### src/rtl/hammu_axi_master.sv
// AXI4-Lite master that sequences one X^A job through hammu_ip:
// write X, write A, set START, poll DONE, read P, clear START, then report.
module hammu_axi_master #(
   parameter logic [31:0] BASE_ADDR  = 32'h7c800000,
   parameter int          POLL_LIMIT = 1024
) (
   input  logic        M_AXI_ACLK,
   input  logic        M_AXI_ARESET,
   input  logic        job_valid,
   output logic        job_ready,
   input  logic [31:0] job_x,
   input  logic [31:0] job_a,
   output logic        res_valid,
   input  logic        res_ready,
   output logic [31:0] res_p,
   output logic        res_err,
   output logic        busy,
   output logic [31:0] M_AXI_AWADDR,
   output logic        M_AXI_AWVALID,
   input  logic        M_AXI_AWREADY,
   output logic [31:0] M_AXI_WDATA,
   output logic [3:0]  M_AXI_WSTRB,
   output logic        M_AXI_WVALID,
   input  logic        M_AXI_WREADY,
   input  logic [1:0]  M_AXI_BRESP,
   input  logic        M_AXI_BVALID,
   output logic        M_AXI_BREADY,
   output logic [31:0] M_AXI_ARADDR,
   output logic        M_AXI_ARVALID,
   input  logic        M_AXI_ARREADY,
   input  logic [31:0] M_AXI_RDATA,
   input  logic [1:0]  M_AXI_RRESP,
   input  logic        M_AXI_RVALID,
   output logic        M_AXI_RREADY
);
   localparam int CW = $clog2(POLL_LIMIT + 1);

   typedef enum logic [2:0] {IDLE, WR_X, WR_A, WR_GO, RD_DONE, RD_P, WR_CLR, RESP} state_t;

   state_t        r_state;
   logic [31:0]   r_x, r_a;
   logic [CW-1:0] r_poll;
   logic          r_issued, r_aw_done, r_w_done, r_ar_done;
   logic          r_job_ready, r_busy, r_res_valid, r_res_err;
   logic [31:0]   r_res_p, r_awaddr, r_wdata, r_araddr;
   logic [3:0]    r_wstrb;
   logic          r_awvalid, r_wvalid, r_bready, r_arvalid, r_rready;

   logic [31:0]   w_wr_addr, w_wr_data, w_rd_addr;
   logic [CW-1:0] w_poll_nxt;
   logic          w_aw_hs, w_w_hs, w_ar_hs;

   assign w_aw_hs    = r_awvalid & M_AXI_AWREADY;
   assign w_w_hs     = r_wvalid & M_AXI_WREADY;
   assign w_ar_hs    = r_arvalid & M_AXI_ARREADY;
   assign w_poll_nxt = r_poll + CW'(1);

   always_comb begin
      w_wr_addr = BASE_ADDR;
      w_wr_data = r_x;
      case (r_state)
         WR_A:    begin w_wr_addr = BASE_ADDR + 32'h4; w_wr_data = r_a;   end
         WR_GO:   begin w_wr_addr = BASE_ADDR + 32'h8; w_wr_data = 32'd1; end
         WR_CLR:  begin w_wr_addr = BASE_ADDR + 32'h8; w_wr_data = 32'd0; end
         default: ;
      endcase
      w_rd_addr = (r_state == RD_P) ? BASE_ADDR + 32'hC : BASE_ADDR + 32'h10;
   end

   // r_issued splits every state into an issue cycle and a wait-for-response phase
   always_ff @(posedge M_AXI_ACLK or posedge M_AXI_ARESET) begin
      if (M_AXI_ARESET) begin
         r_state     <= IDLE;
         r_x         <= '0;
         r_a         <= '0;
         r_poll      <= '0;
         r_issued    <= 1'b0;
         r_aw_done   <= 1'b0;
         r_w_done    <= 1'b0;
         r_ar_done   <= 1'b0;
         r_job_ready <= 1'b0;
         r_busy      <= 1'b0;
         r_res_valid <= 1'b0;
         r_res_err   <= 1'b0;
         r_res_p     <= '0;
         r_awaddr    <= '0;
         r_wdata     <= '0;
         r_araddr    <= '0;
         r_wstrb     <= '0;
         r_awvalid   <= 1'b0;
         r_wvalid    <= 1'b0;
         r_bready    <= 1'b0;
         r_arvalid   <= 1'b0;
         r_rready    <= 1'b0;
      end else begin
         if (w_aw_hs) begin r_awvalid <= 1'b0; r_aw_done <= 1'b1; end
         if (w_w_hs)  begin r_wvalid  <= 1'b0; r_w_done  <= 1'b1; end
         if (w_ar_hs) begin r_arvalid <= 1'b0; r_ar_done <= 1'b1; end

         case (r_state)
            IDLE: begin
               r_job_ready <= 1'b1;
               if (job_valid && r_job_ready) begin
                  r_job_ready <= 1'b0;
                  r_busy      <= 1'b1;
                  r_x         <= job_x;
                  r_a         <= job_a;
                  r_poll      <= '0;
                  r_res_p     <= '0;
                  r_res_err   <= 1'b0;
                  r_issued    <= 1'b0;
                  r_state     <= WR_X;
               end
            end
            WR_X, WR_A, WR_GO, WR_CLR: begin
               if (!r_issued) begin
                  r_issued  <= 1'b1;
                  r_awvalid <= 1'b1;
                  r_wvalid  <= 1'b1;
                  r_bready  <= 1'b1;
                  r_aw_done <= 1'b0;
                  r_w_done  <= 1'b0;
                  r_awaddr  <= w_wr_addr;
                  r_wdata   <= w_wr_data;
                  r_wstrb   <= 4'hF;
               end else if (r_aw_done && r_w_done && M_AXI_BVALID) begin
                  r_bready <= 1'b0;
                  r_issued <= 1'b0;
                  if (M_AXI_BRESP != 2'b00) begin
                     r_res_err <= 1'b1;
                     r_res_p   <= '0;
                     r_state   <= RESP;
                  end else begin
                     case (r_state)
                        WR_X:    r_state <= WR_A;
                        WR_A:    r_state <= WR_GO;
                        WR_GO:   r_state <= RD_DONE;
                        default: r_state <= RESP;
                     endcase
                  end
               end
            end
            RD_DONE, RD_P: begin
               if (!r_issued) begin
                  r_issued  <= 1'b1;
                  r_arvalid <= 1'b1;
                  r_rready  <= 1'b1;
                  r_ar_done <= 1'b0;
                  r_araddr  <= w_rd_addr;
               end else if (r_ar_done && r_rready && M_AXI_RVALID) begin
                  r_rready <= 1'b0;
                  r_issued <= 1'b0;
                  if (M_AXI_RRESP != 2'b00) begin
                     r_res_err <= 1'b1;
                     r_res_p   <= '0;
                     r_state   <= RESP;
                  end else if (r_state == RD_P) begin
                     r_res_p <= M_AXI_RDATA;
                     r_state <= WR_CLR;
                  end else begin
                     r_poll <= w_poll_nxt;
                     if (M_AXI_RDATA[0]) begin
                        r_state <= RD_P;
                     end else if (w_poll_nxt == CW'(POLL_LIMIT)) begin
                        // START must still be cleared after a timeout
                        r_res_err <= 1'b1;
                        r_res_p   <= '0;
                        r_state   <= WR_CLR;
                     end
                  end
               end
            end
            RESP: begin
               if (!r_issued) begin
                  r_issued    <= 1'b1;
                  r_res_valid <= 1'b1;
               end else if (r_res_valid && res_ready) begin
                  r_res_valid <= 1'b0;
                  r_issued    <= 1'b0;
                  r_busy      <= 1'b0;
                  r_job_ready <= 1'b1;
                  r_state     <= IDLE;
               end
            end
            default: r_state <= IDLE;
         endcase
      end
   end

   assign job_ready     = r_job_ready;
   assign busy          = r_busy;
   assign res_valid     = r_res_valid;
   assign res_p         = r_res_p;
   assign res_err       = r_res_err;
   assign M_AXI_AWADDR  = r_awaddr;
   assign M_AXI_AWVALID = r_awvalid;
   assign M_AXI_WDATA   = r_wdata;
   assign M_AXI_WSTRB   = r_wstrb;
   assign M_AXI_WVALID  = r_wvalid;
   assign M_AXI_BREADY  = r_bready;
   assign M_AXI_ARADDR  = r_araddr;
   assign M_AXI_ARVALID = r_arvalid;
   assign M_AXI_RREADY  = r_rready;
endmodule
### config.mk
export PLATFORM = sky130hd
export DESIGN_NAME = hammu_axi_master
export DESIGN_NICKNAME = d
export VERILOG_FILES = /design/src/rtl/hammu_axi_master.sv
export SDC_FILE = /design/constraint.sdc
export NUM_CORES = 1
export LEC_CHECK = 0
export ABC_CLOCK_PERIOD_IN_PS = 11600
export CORE_UTILIZATION = 35
export CTS_CLUSTER_DIAMETER = 200
export DETAILED_ROUTE_END_ITERATION = 16
export PLACE_DENSITY_LB_ADDON = 0.1
export SLEW_MARGIN = 0
export SYNTH_ARGS = -nofsm -noshare
export SYNTH_HDL_FRONTEND = slang
export SYNTH_SLANG_ARGS = --single-unit
export TNS_END_PERCENT = 100
### constraint.sdc
create_clock -name M_AXI_ACLK -period 11.6 [get_ports M_AXI_ACLK]
set_clock_uncertainty 0.05 [all_clocks]
set_input_delay 1.74 -clock M_AXI_ACLK [delete_from_list [all_inputs] [get_ports M_AXI_ACLK]]
set_output_delay 1.74 -clock M_AXI_ACLK [all_outputs]
set_load 0.05 [all_outputs]
* Word level (Yosys, flattened, before mapping)
Cells that the tools add are included.
Storage, ports and cells: register bits 220, output and inout bits 141, logic and storage cells 164
Cells by class: add/sub/neg operators 1, equal/unequal tests 27, mux-type cells 83, bitwise gates (word level) 4, reductions and logical operators 27
Operators with widths (count):
- 32-bit two-way mux | 10
- 32-bit one-hot mux with 3 select lines | 2
- 11-bit two-way mux | 5
- 1-bit two-way mux | 45
- 3-bit two-way mux | 12
- 11-bit one-hot mux with 2 select lines | 1
- 2-bit inequality test, second input constant | 10
- 3-bit == test, second input constant | 4
- 3-bit one-hot mux with 4 select lines | 1
- 2-bit AND reduction | 6
- 11-bit by 1-bit adder with 11-bit output, second input constant | 1
- 11-bit == test, second input constant | 1
- 10-bit AND reduction | 1
- 3-bit inequality test, second input constant | 3
- 3-bit one-hot mux with 3 select lines | 1
- 9-bit AND reduction | 1
- 4-bit inequality test, second input constant | 2
- 4-bit one-hot mux with 2 select lines | 1
- 8-bit AND reduction | 1
- 2-bit nonzero test | 4
- 3-bit by 2-bit == test with 1-bit output, second input constant | 2
- 1-bit logical AND | 6
- 2-bit by 1-bit inequality test with 1-bit output, second input constant | 3
- 6-bit AND reduction | 1
- 14 further kinds | 18

* Depth between registers and ports, before layout
Gate-level depths: netlist of run 1.
depth after elaboration 9, depth in mapped cells 9, mapped depth without buffers 7

* Worst setup path before layout of run 1
Ideal clock, no wire load.
path type input -> register, from in M_AXI_RVALID, to reg r_res_p[12] (netlist: res_p[12]), setup time 0.122 ns, arrival 3.436 ns, data required time 11.428 ns, slack 7.991 ns, cell stages on the path 8, buffers on the path 2, path through nand4_1 > a32o_1 > or4_1 > o41a_1 > buf_6 > buf_6 > nand2_1 > o21ai_1
Between the ends: word-level cells in the longest chain between the ends 3
RTL lines:
- start: declaration | RTL line 33 | input logic M_AXI_RVALID,
- 1-bit logical AND | RTL line 150 | end else if (r_ar_done && r_rready && M_AXI_RVALID) begin
- 2-bit inequality test (no line)
- 9-bit AND reduction (no line)
- end signal: assignment | RTL line 155 | r_res_p <= '0;
- end signal: assignment | RTL line 158 | r_res_p <= M_AXI_RDATA;
- end signal: assignment | RTL line 167 | r_res_p <= '0;
- end: declaration | RTL line 45 | logic [31:0] r_res_p, r_awaddr, r_wdata, r_araddr;
No other way between the ends. A chain may end at the register's enable or synchronous reset.

* Final worst setup path of run 1
from in M_AXI_RVALID, to reg r_res_p[3] (netlist: res_p[3])
The elaborated chain is that of the path after synthesis.

==> results.py, run 1 <==
metrics = {
    "clock_tree": {
        "cts_made_buffers": 17,
        "postCtsSetupRepairBufs": 0,
        "insertion_delay_ns": 0.42,
        "clockBufferDepth": 2,
        "cts_tree": "done",
        "cts-resized-gates": 0,
        "h-tree-depth": 4,
        "cts-root-buf": "clkbuf_16",
        "cts_num_sinks": 161,
        "path_clk_slew_ns": 0.06,
        "cts_hold_buf": 0,
    },
    "hold_path": {
        "min_path_cells": 2,
        "hp-class": "reg2reg",
    },
    "drt": {
        "drt_wl_total_um": 18400,
        "num_vias": 5529,
        "ant_nets": 0,
        "drc_errors": 0,
        "drtPass1Iterations": 5,
        "wl_per_cell_um": 16.0,
        "viasPerCell": 4.81,
        "first_iter_violations": 265,
    },
    "placement": {
        "port_buffers": 202,
        "hpwl_um": 12300,
        "post_dp_cell_area_um2": 9330,
        "gp_congestion": 0.864,
    },
    "power": {
        "peakVddDrop_uv": 110,
        "clkPwrFrac": 0.223,
        "power_density_nw_per_um2": 255,
        "p_int_mw": 1.47,
        "combinationalPowerShare": 0.422,
        "p_leak_nw": 4.21,
        "swShare": 0.421,
        "seqPwrFrac": 0.355,
        "p_switching_mw": 1.06,
    },
    "sta": {
        "hold_viol": 0,
        "finalSetupViolations": 0,
        "rsz0062_at_grt": "no",
        "final_max_slew_viol_count": 0,
        "slew_headroom": 0.372,
        "max_freq_mhz": 240,
        "post-route-period-util": 0.358,
        "fin_crit_ns": 4.16,
        "timing.setup.tns_ns": 0,
        "worstMarginPinSlew_ns": 0.942,
    },
    "floorplanning": {
        "dieHeight_um": 147,
        "rows": 52,
        "io_pins": 250,
        "die-area_um2": 21700,
        "die-width_um": 147,
        "core_um2": 20500,
        "initial_utilization": 0.361,
    },
    "setup_path": {
        "r2r_cells": 7,
        "cp_cell_sequence": "clkdlybuf4s50_1 -> nand4_1 -> a32o_1 -> or4_1 -> o41a_2 -> buf_4 -> nand2_1 -> o21ai_2",
        "cpPeakStageDelay_ns": 0.50,
        "path_depth": 8,
        "crit_fanout": 64,
        "cp.required_ns": 11.82,
        "crit_type": "in2reg",
        "rrSetupSlack_ns": 8.36,
        "start_kind": "input pin",
        "worstSetupEndpointType": "flip-flop",
        "cp.arrival_ns": 4.38,
        "crit_family": "compound AO/OA/AOI/OAI gates",
        "crit_path_top_delay_cell": "clkdlybuf4s50_1",
        "path_buf_inv": 2,
    },
    "synth": {
        "seq_area_frac_synth": 0.544,
        "synthArstFlopShare": 1.00,
        "netlist_area_um2": 7400,
        "yosysMostFrequentCell": "dfrtp_1",
        "ys_top_cells_by_area": "dfrtp_1 (54%), mux2_2 (9.9%), buf_4 (6.3%), nand2_1 (6.3%), o21ai_0 (3.9%)",
        "syn_area_per_cell_um2": 10.7,
        "synth_top_cell_area_share": 0.544,
        "ys_ff_latch": 161,
        "synthCells": 694,
        "synth_cell_types": 50,
        "yosys_warnings": 0,
        "yosysTopAreaCell": "dfrtp_1",
        "synthTopCellsByCount": "dfrtp_1 (161), nand2_1 (124), mux2_2 (65)",
        "synthFlopType": "dfrtp_1",
        "synth_edf_count": 0,
    },
    "finish": {
        "fillers": 1908,
        "drive_above_1_share": 0.164,
        "area_delta_synth_final_pct": 34.0,
        "fin_nets": 976,
        "stdcell_area_um2": 9920,
    },
    "global_routing": {
        "grt_usage": 0.174,
        "overflow": 0,
        "grt_max_degree": 104,
        "antenna_found_initial": 1,
        "grt_pass1_wl_um": 29700,
        "grt_pass1_vias": 5612,
    },
    "flow_run": {
        "maxCapViolations": 0,
    },
    "outcome": {
        "status": "finished, final reports clean",
    },
}
path summary, 6_finish.rpt:
check                                       to          from
worst max-delay path                  res_p[3]  M_AXI_RVALID
worst min-delay path                 res_p[31]     res_p[31]
worst max register to register        res_p[3]    r_state[2]
worst min register to register       res_p[31]     res_p[31]
max in group asynchronous       M_AXI_WDATA[9]  M_AXI_ARESET
min in group asynchronous            res_p[26]  M_AXI_ARESET
registers in the layout, summed over array words and instances, names as in the netlist, 3 cells and up:
| name | flops |
|---|---|
| r_x | 32 |
| r_a | 32 |
| M_AXI_WDATA | 32 |
| M_AXI_AWADDR | 3 |
| M_AXI_ARADDR | 3 |
| r_poll | 11 |
| r_state | 3 |
| res_p | 32 |
area by class of cell:
class / instances / area, um^2 / share of cell area
diodes: 1 / 2.50 / 0.000252
clock buffers: 18 / 439 / 0.0443
clock inverters: 13 / 151 / 0.0153
inverters: 8 / 35.0 / 0.00353
multi-input cells: 469 / 2850 / 0.287
flip-flops and latches: 161 / 4030 / 0.406
well taps: 270 / 338 / 0.0341
repair buffers: 209 / 2070 / 0.209
per-stage QoR:
stage	hold slack (ns)	std cells	util	total power, mW	setup slack (ns)
2_1_floorplan	0.412	740	-	1.69	5.46
6_report	0.426	1149	0.484	2.53	7.44
3_5_place_dp	0.416	1117	0.455	1.99	7.04
3_3_place_gp	0.411	1117	0.455	1.95	7.12
4_1_cts	0.431	1148	0.484	2.56	7.48
5_1_grt	0.452	1148	0.484	2.69	7.35
kinds of logic after synthesis:
kind of cell    synth area share
compound gates             0.145
xor+xnor                 0.00237
fa+ha+maj                0.00169
buf+inv                   0.0955
flops                      0.544
mux                       0.0989
other cells             0.000507
simple gates               0.112
power groups by stage:
stage	clock, mW	combinational [mW]	sequential [mW]
detailed placement	0	1.08	0.907
floorplan	0	0.546	1.14
finish	0.565	1.07	0.898
CTS	0.582	1.08	0.899
global placement	0	1.06	0.898
global route	0.604	1.15	0.928
layout by cell type (no fill, tap or decap), types with 2 or more instances in the layout:
master,n
a211oi_1,2
a21oi_1,10
a22oi_1,31
a31o_2,2
a31oi_1,3
and2_1,5
and3_1,3
buf_4,7
bufinv_16,2
clkbuf_16,17
clkdlybuf4s50_1,202
clkinvlp_4,3
conb_1,47
dfrtp_1,161
inv_1,7
inv_6,6
mux2_2,65
nand2_1,124
nand2b_1,2
nand3_1,9
nand4_1,3
nor2_1,26
nor2_2,2
nor3_1,5
nor4_1,2
o21ai_0,57
o21ai_1,4
o21ai_2,28
o22ai_1,2
o311ai_0,2
o31ai_1,7
o41ai_1,2
or2_2,2
or3_1,3
or3b_2,2
layer usage:
layer  track usage  wire length (um)  up-vias
met4        0.0619               310        0
met3        0.0549              1300       20
met1         0.224              8130     2693
met5             0                 0        -
met2         0.276              8640      168
li1              -                 -     2648
worst min-delay path, stage by stage, from the launching register on:
cell and delay (ns):
dfrtp_1 0.34, nand2_1 0.06, o21ai_2 0.05
Power figures use the tool's default switching activity.
==> run 2: changes to the inputs <==
Settings changed: ABC_CLOCK_PERIOD_IN_PS 11600 to 4330.
Clock period 11.6 ns to 4.33 ns, I/O delays scaled along.
==> run 2 against run 1 <==
  * Critical path depth is 1 lower
  * Global-route usage is 0.35 points lower
  * Sequential cell count stayed put
  * Sequential power grew to 2.7 times the previous value
  * Wire length is 2.5% lower
  * Non-clock buffer count is 1 lower
  * Count of clock-buffer cells in the layout is 1 lower
  * Combinational power grew to 2.7 times the previous value
  * First-iteration DRC count is 2.3% lower
  * Die area stayed put
  * Clock power grew to 2.6 times the previous value
  * Register-to-register slack worse by 7.3 ns
  * Largest cell class unchanged
  * Highest routed layer unchanged
==> results.py, run 2 (same netlist as run 1, synthesis figures left out) <==
metrics = {
    "sta": {
        "timing.setup.tns_ns": 0,
        "slew_headroom": 0.395,
        "hold_viol": 0,
        "fin_crit_ns": 3.24,
        "finalSetupViolations": 0,
        "timing.hold.ws_ns": 0.429,
        "final_max_slew_viol_count": 0,
        "post-route-period-util": 0.748,
        "max_freq_mhz": 309,
        "rsz0062_at_grt": "no",
        "worstMarginPinSlew_ns": 0.907,
        "setup_slack_ns": 1.09,
    },
    "floorplanning": {
        "dieHeight_um": 147,
        "io_pins": 250,
        "die-width_um": 147,
        "rows": 52,
        "die-area_um2": 21700,
        "initial_utilization": 0.361,
        "core_um2": 20500,
    },
    "clock_tree": {
        "cts-root-buf": "clkbuf_16",
        "cts_tree": "done",
        "path_clk_slew_ns": 0.07,
        "cts_hold_buf": 0,
        "cts-resized-gates": 0,
        "h-tree-depth": 4,
        "clockBufferDepth": 2,
        "cts_num_sinks": 161,
        "postCtsSetupRepairBufs": 0,
        "cts_made_buffers": 17,
        "insertion_delay_ns": 0.42,
    },
    "setup_path": {
        "start_kind": "flip-flop",
        "crit_type": "reg2reg",
        "crit_start": "r_state[2]",
        "r2r_start": "r_state[2]",
        "cp.arrival_ns": 3.47,
        "worstSetupEndpointType": "flip-flop",
        "crit_fanout": 64,
        "cp.required_ns": 4.56,
    },
    "global_routing": {
        "antenna_found_initial": 0,
        "grt_max_degree": 162,
        "grt_usage": 0.171,
        "overflow": 0,
        "grt_pass1_wl_um": 29200,
        "grt_pass1_vias": 5625,
    },
    "finish": {
        "layout.cells.non_filler": 1148,
        "fin_nets": 975,
        "layout_commonest_cell": "clkdlybuf4s50_1",
        "fillers": 1903,
        "ff_latch_area_um2": 4030,
        "drive_above_1_share": 0.165,
        "multiInputGateArea_um2": 2850,
        "mostFrequentLayoutCells": "clkdlybuf4s50_1 (202), dfrtp_1 (161), nand2_1 (123)",
        "antenna_cells": 0,
        "area_delta_synth_final_pct": 34.0,
    },
    "drt": {
        "drtPass1Iterations": 4,
        "first_iter_violations": 259,
        "drt_wl_total_um": 17900,
        "ant_nets": 0,
        "num_vias": 5582,
        "viasPerCell": 4.86,
        "drc_errors": 0,
        "wl_per_cell_um": 15.6,
    },
    "placement": {
        "preCtsSetupSlack_ns": 0.890,
        "placedCellCount": 1116,
        "port_buffers": 202,
        "gp_congestion": 0.853,
        "hpwl_um": 11900,
    },
    "power": {
        "power_mw": 6.70,
        "peakVddDrop_uv": 265,
        "p_leak_nw": 4.19,
        "power_density_nw_per_um2": 676,
    },
    "hold_path": {
        "hp-class": "reg2reg",
        "hold_start": "res_p[29]",
    },
    "flow_run": {
        "maxCapViolations": 0,
    },
    "outcome": {
        "status": "finished, final reports clean",
    },
}
run 2: area by class of cell:
| class | instances | share of cell area |
|---|---|---|
| tap | 270 | 0.0341 |
| inverter | 8 | 0.00341 |
| timing repair buffer | 208 | 0.211 |
| multi-input combinational | 469 | 0.288 |
| clock inverter | 15 | 0.0146 |
| sequential | 161 | 0.406 |
| clock buffer | 17 | 0.0429 |
run 2: metal layers:
layer	share of wire	global-route usage	vias to the layer above
li1	-	-	2659
met1	0.42	0.210	2712
met2	0.48	0.276	185
met3	0.069	0.0509	26
met4	0.023	0.0778	0
met5	0	0	-
run 2: critical path, stage by stage, from the launching register on:
cell,delay (ns)
dfrtp_1,0.76
nand2_1,0.28
a32o_1,0.36
or4_1,0.51
o41a_2,0.48
buf_4,0.33
nand2_1,0.19
o21ai_2,0.07
run 2: path summary, 6_finish.rpt:
kind                       slack [ns]  depth (start not counted)             end
setup / recovery                 1.09                          7       res_p[31]
hold / removal                   0.43                          2       res_p[29]
setup reg to reg                 1.09                          7       res_p[31]
hold reg to reg                  0.43                          2       res_p[29]
max in group asynchronous        2.79                          3  M_AXI_WDATA[6]
min in group asynchronous        0.75                          3         r_x[24]
run 2: through the flow:
stage,instance area (um^2),util
floorplan,7580,-
global placement,9350,0.456
detailed placement,9350,0.456
CTS,9920,0.484
global route,9920,0.484
finish,9920,0.484
run 2: report_power, final:
| part | total (mW) | switching [mW] | internal, mW |
|---|---|---|---|
| Clock | 1.45 | 0.685 | 0.763 |
| Sequential | 2.41 | 0.376 | 2.04 |
| Combinational | 2.84 | 1.83 | 1.02 |
